$ cat config.mk
export PLATFORM = sky130hd
export DESIGN_NAME = sata_dma_stream_buffer
export DESIGN_NICKNAME = d
export VERILOG_FILES = /design/src/rtl/sata_dma_stream_buffer.sv
export SDC_FILE = /design/constraint.sdc
export NUM_CORES = 1
export LEC_CHECK = 0
export ABC_AREA = 1
export CORE_MARGIN = 2
export CORE_UTILIZATION = 29
export DETAILED_ROUTE_END_ITERATION = 8
export PLACE_DENSITY_LB_ADDON = 0.25
export RECOVER_POWER = 100
export SYNTH_ARGS = -nofsm -noshare
export SYNTH_HDL_FRONTEND = slang
export SYNTH_SLANG_ARGS = --single-unit
$ cat constraint.sdc
create_clock -name clk -period 5.4 [get_ports clk]
set_input_delay 1.62 -clock clk [delete_from_list [all_inputs] [get_ports clk]]
set_output_delay 1.62 -clock clk [all_outputs]
set_load 0.005 [all_outputs]
$ cat src/rtl/sata_dma_stream_buffer.sv
// Single-clock show-ahead stream FIFO for the SATA DMA datapath: exact fill level,
// almost-full/almost-empty decodes, synchronous flush and one-cycle fall-through.
module sata_dma_stream_buffer #(
    parameter int DWIDTH  = 32,
    parameter int DEPTH   = 16,
    parameter int AFULL   = 12,
    parameter int AEMPTY  = 4,
    parameter     RAMTYPE = "AUTO"
) (
    input  logic                     clk,
    input  logic                     reset,
    input  logic                     flush,
    input  logic [DWIDTH-1:0]        wr_dat,
    input  logic                     wr_val,
    output logic                     wr_rdy,
    output logic [DWIDTH-1:0]        rd_dat,
    output logic                     rd_val,
    input  logic                     rd_rdy,
    output logic [$clog2(DEPTH):0]   usedw,
    output logic                     almost_full,
    output logic                     almost_empty
);

    localparam int AW = $clog2(DEPTH);
    localparam logic [AW:0]   LVL_FULL   = (AW+1)'(DEPTH);
    localparam logic [AW:0]   LVL_AFULL  = (AW+1)'(AFULL);
    localparam logic [AW:0]   LVL_AEMPTY = (AW+1)'(AEMPTY);
    localparam logic [AW:0]   LVL_ONE    = (AW+1)'(1);
    localparam logic [AW-1:0] PTR_ONE    = AW'(1);

    logic              r_init;
    logic [AW-1:0]     r_wr_ptr;
    logic [AW-1:0]     r_rd_ptr;
    logic [AW:0]       r_usedw;
    logic [DWIDTH-1:0] r_ram_q;
    logic [DWIDTH-1:0] r_byp_dat;
    logic              r_byp_sel;

    logic              w_wr;
    logic              w_rd;
    logic              w_wr_eff;
    logic              w_byp;
    logic [AW-1:0]     w_rd_addr_next;
    logic [AW:0]       w_usedw;

    // Status is forced to its idle values while reset is asserted.
    assign w_usedw      = reset ? '0 : r_usedw;
    assign wr_rdy       = ~reset & ~r_init & (r_usedw < LVL_FULL);
    assign rd_val       = ~reset & (r_usedw != '0);
    assign usedw        = w_usedw;
    assign almost_full  = (w_usedw >= LVL_AFULL);
    assign almost_empty = (w_usedw <= LVL_AEMPTY);

    assign w_wr     = wr_val & wr_rdy;
    assign w_rd     = rd_val & rd_rdy;
    assign w_wr_eff = w_wr & ~flush;

    // The RAM is read one edge ahead at the address that will be the head next cycle.
    always_comb begin
        w_rd_addr_next = w_rd ? (r_rd_ptr + PTR_ONE) : r_rd_ptr;
        if (reset || flush) begin
            w_rd_addr_next = '0;
        end
    end

    // A word written into the slot that becomes the head cannot come out of the RAM yet.
    assign w_byp  = w_wr_eff & (r_wr_ptr == w_rd_addr_next);
    assign rd_dat = r_byp_sel ? r_byp_dat : r_ram_q;

    always_ff @(posedge clk) begin
        if (reset) begin
            r_init   <= 1'b1;
            r_wr_ptr <= '0;
            r_rd_ptr <= '0;
            r_usedw  <= '0;
        end else begin
            r_init <= 1'b0;
            if (flush) begin
                r_wr_ptr <= '0;
                r_rd_ptr <= '0;
                r_usedw  <= '0;
            end else begin
                if (w_wr) begin
                    r_wr_ptr <= r_wr_ptr + PTR_ONE;
                end
                if (w_rd) begin
                    r_rd_ptr <= r_rd_ptr + PTR_ONE;
                end
                case ({w_wr, w_rd})
                    2'b10:   r_usedw <= r_usedw + LVL_ONE;
                    2'b01:   r_usedw <= r_usedw - LVL_ONE;
                    default: r_usedw <= r_usedw;
                endcase
            end
        end
    end

    always_ff @(posedge clk) begin
        r_byp_sel <= w_byp;
        r_byp_dat <= wr_dat;
    end

    generate
        if (RAMTYPE == "AUTO") begin : g_ram_auto
            logic [DWIDTH-1:0] r_mem [0:DEPTH-1];

            always_ff @(posedge clk) begin
                if (w_wr_eff) begin
                    r_mem[r_wr_ptr] <= wr_dat;
                end
                r_ram_q <= r_mem[w_rd_addr_next];
            end
        end else begin : g_ram_hint
            (* ramstyle = RAMTYPE *) logic [DWIDTH-1:0] r_mem [0:DEPTH-1];

            always_ff @(posedge clk) begin
                if (w_wr_eff) begin
                    r_mem[r_wr_ptr] <= wr_dat;
                end
                r_ram_q <= r_mem[w_rd_addr_next];
            end
        end
    endgenerate

`ifndef SYNTHESIS
    a_usedw_range: assert property (@(posedge clk) disable iff (reset)
        r_usedw <= LVL_FULL);
    a_no_write_full: assert property (@(posedge clk) disable iff (reset)
        !(wr_val && wr_rdy && (r_usedw == LVL_FULL)));
    a_no_read_empty: assert property (@(posedge clk) disable iff (reset)
        !(rd_val && rd_rdy && (r_usedw == '0)));
`endif

endmodule
==> flow_summary_export.csv, run 1 <==
group,metric,value,unit
cts,ctsResizeCount,0,
cts,htree_levels,3,
worst_setup_path,critical-path-top-delay-family,"buffers and inverters",
worst_setup_path,slowest_stage,"dlygate4sd3_1",
synth,synth-async-reset-ratio,0,
timing,worst-slew-pin-transition,2110,ps
floorplanning,core_region_area,87200,um2
timing,rsz0062_at_grt,"no",
timing,setup_total_neg_slack,0,ps
place,post-dp-hpwl,35500,um
cts,cts.sinks,591,
worst_setup_path,timing.critical_path.buf_inv,2,
synth,post_synth_xor_area_fraction,0.00137,
floorplanning,dieHeight,301,um
final_layout,post_route_cells_drive_above_1_share,0.0649,
final_layout,nNetsFinal,2502,
synth,yosys_register_bits,591,
synth,synth_simple_gate_area_share,0.203,
final_layout,final_cells,3667,
synth,synthesis.nets,2467,
cts,post_cts_buffers,0,
global_routing,gr-total-overflow,0,
synth,post_synth.cell_area_avg,10.6,um2
final_layout,area_delta_synth_final,16.0,%
worst_setup_path,cp.arrival,3360,ps
route,dr.first_iter.drc_count,1270,
place,post_dp_cell_area,27800,um2
final_layout,fin_area,29700,um2
synth,ys_seq_area_frac,0.662,
cts,clock_tree_from_tritoncts,"yes",
worst_setup_path,cp_common_cell,"dlygate4sd3_1",
global_routing,number_of_antenna_violations_at_the_first_check_in_global_routing,0,
worst_setup_path,critical_path_required,3780,ps
timing,hold_violations,0,
worst_setup_path,critical_path.endpoint_type,"output pin",
place,numPlacedInstances,3539,
route,routed_wl,70700,um
worst_setup_path,worstPathCellList,"dlygate4sd3_1 > nor2_1 > nor3_1 > dlygate4sd3_1",
worst_setup_path,critical_path_fanouts_max,12,
synth,synth.cell_area,25600,um2
worst_setup_path,crit_path_start_kind,"primary input",
cts,clock_tree.buffer_depth,3,
final_layout,ff_latch_area,17000,um2
final_layout,multi_input_comb_area,5930,um2
place,io_buffers,77,
synth,adder_cell_area_share_of_the_yosys_netlist,0.00518,
synth,count_of_synthesis_stage_warnings_from_yosys,0,
final_layout,diodes,0,
timing,max_slew_margin,-0.403,
worst_setup_path,crit_path_max_incr_delay,800,ps
synth,netlist-cell-type-count,29,
pwr,p_leak,12.2,nW
place,dp_worst_setup_slack,539,ps
global_routing,grt_max_degree,229,
timing,final-max-slew-violation-count,256,
synth,postSynth.topFlopCell,"edfxtp_1",
global_routing,grt_pass1_vias,17612,
cts,cts_buffers,69,
cts,worst_setup_hold_path_clk_slew,60,ps
timing,timing.final.setup_violations,0,
synth,compound_cell_area_share_of_the_yosys_netlist,0.00484,
place,globalplace.congestion,0.757,
floorplanning,core.rowCount,108,
synth,post_synth_inst_count,2420,
cts,clk_latency,610,ps
job,max_cap_viol_count,15,
global_routing,grt_pass1_wl,108000,um
pwr,peakVddDrop,191,uV
global_routing,global_route.usage.total,0.157,
timing,timing.fmax,201,MHz
cts,hold_bufs_inserted_after_cts,0,
worst_hold_path,min_path_type,"reg2reg",
floorplanning,top_level_ports,78,
synth,number_of_enable_type_register_cells_in_the_synthesized_netlist,512,
worst_setup_path,worst-setup-path-type,"in2out",
route,drt_drc_violations_left,0,
timing,period_minus_slack,4980,ps
timing,clock-skew-final,21.8,ps
pwr,power_density_over_the_cells,328,nW/um2
timing,post-route-period-util,0.921,
route,post_drt_wl_per_cell,19.3,um
floorplanning,die_w,301,um
route,drtAntennaViolNets,0,
route,detailroute.via_count,17470,
timing,postLayoutSetupSlackWorst,424,ps
synth,synth.area.mux_share,0.0141,
floorplanning,floorplan.die_area,90700,um2
route,detail_route.first_pass.iterations,6,
floorplanning,initial_core_util,0.294,
run_status,violations,"capacitance limit, slew limit",
route,via_per_inst,4.76,
synth,main_combinational_cell_family_by_area_after_synthesis,"simple AND/OR/NAND/NOR gates",
final_layout,final.fill_count,8701,
run_status,outcome,"finished, violations left",
cts,root_buffer,"clkbuf_16",
==> routing by layer <==
metal  vias to the layer above  share of wire  track usage
li1                       8226              -            -
met1                      8603           0.43        0.204
met2                       511           0.49        0.264
met3                       130          0.052       0.0236
met4                         0          0.031       0.0610
met5                         -              0            0
==> layout make-up <==
type | count | share of cell area
inverters | 539 | 0.0682
well taps | 1155 | 0.0486
clock buffers | 96 | 0.0653
flip-flops and latches | 591 | 0.571
clock inverters | 32 | 0.00640
multi-input cells | 1132 | 0.200
repair buffers | 122 | 0.0411
==> through the flow <==
step                total power (W)  hold slack [ps]  utilization
CTS                         0.00989              533        0.343
floorplan                   0.00527              486            -
global route                 0.0101              573        0.341
global placement            0.00545              520        0.318
finish                      0.00974              533        0.341
detailed placement          0.00546              523        0.318
==> placed cells by master, fill, tap and decap left out, drive strengths merged, types with 27 or more instances in the layout <==
| cell | Yosys | final |
|---|---|---|
| mux2 | 32 | 32 |
| edfxtp | 512 | 512 |
| clkinv | 1 | 27 |
| clkbuf | 29 | 118 |
| nand4 | 229 | 229 |
| inv | 538 | 543 |
| nand3 | 459 | 459 |
| nand2 | 345 | 345 |
| dlygate4sd3 | 0 | 61 |
| dfxtp | 79 | 79 |
==> Yosys cell counts (2+ instances only) <==
cell type,instances,area share
a21oi_1,11,0.0021
nand4_1,228,0.056
inv_1,533,0.078
buf_6,2,0.00088
xnor2_1,2,0.00068
nand3_1,455,0.089
buf_1,8,0.0012
nor3_1,4,0.00078
edfxtp_1,512,0.60
xor2_1,2,0.00068
clkbuf_1,29,0.0042
nand3_2,3,0.0012
nand2_1,344,0.050
nor2_2,3,0.00073
inv_2,5,0.00073
ha_1,9,0.0044
buf_2,107,0.021
nor2_1,22,0.0032
dfxtp_1,79,0.062
buf_4,12,0.0035
o21ai_0,11,0.0021
mux2_2,32,0.014
==> registers in the layout, summed over array words and instances, names as in the netlist <==
name	count
r_init	1
r_byp_dat	32
r_byp_sel	1
g_ram_auto.r_mem	512
r_rd_ptr	4
r_wr_ptr	4
r_ram_q	32
r_usedw	5
==> cells by family (layout without fill, tap and decap cells) <==
logic type,after synthesis,count (layout)
AO/OA/AOI/OAI,24,24
XOR/XNOR,4,4
adder cells (fa/ha/maj),10,10
buffers and inverters,697,789
flip-flops,591,591
multiplexers,32,32
AND/OR/NAND/NOR,1062,1062
==> report_power, final <==
| group | leakage [nW] | internal [W] | switching, W |
|---|---|---|---|
| Clock | 1.05 | 0.00256 | 0.00184 |
| Sequential | 5.26 | 0.00499 | 0.0000126 |
| Combinational | 5.84 | 0.000104 | 0.000236 |
| Total | 12.2 | 0.00766 | 0.00208 |
==> worst paths after layout <==
| check | endpoint | startpoint | cells past startpoint | slack [ps] |
|---|---|---|---|---|
| worst max-delay path | almost_empty | reset | 4 | 420 |
| worst min-delay path | r_usedw[4] | r_usedw[4] | 2 | 530 |
| worst max register to register | r_ram_q[6] | r_usedw[0] | 10 | 1820 |
| worst min register to register | r_usedw[4] | r_usedw[4] | 2 | 530 |
==> worst reg2reg max path: cells and delay by family, from the launching register on <==
kind / cells / cell delay, ps
buffers and inverters: 3 / 1940
AND/OR/NAND/NOR: 7 / 1260
flip-flops: 1 / 320
(Power assumes the default switching activity.)
==> run 2, diff against run 1 <==
--- a/config.mk
+++ b/config.mk
@@ -9,6 +9,7 @@
 export CORE_MARGIN = 2
 export CORE_UTILIZATION = 29
 export DETAILED_ROUTE_END_ITERATION = 8
+export GPL_ROUTABILITY_DRIVEN = 1
 export PLACE_DENSITY_LB_ADDON = 0.25
 export RECOVER_POWER = 100
 export SYNTH_ARGS = -nofsm -noshare
==> results of run 2 <==
Same layout as run 1: the final DEF is identical, and so are final timing and power.
==> run 3, diff against run 2 <==
--- a/config.mk
+++ b/config.mk
@@ -12,6 +12,7 @@
 export GPL_ROUTABILITY_DRIVEN = 1
 export PLACE_DENSITY_LB_ADDON = 0.25
 export RECOVER_POWER = 100
+export SETUP_SLACK_MARGIN = 0.2
 export SYNTH_ARGS = -nofsm -noshare
 export SYNTH_HDL_FRONTEND = slang
 export SYNTH_SLANG_ARGS = --single-unit
==> results of run 3 <==
Same layout as run 1: the final DEF is identical, and so are final timing and power.
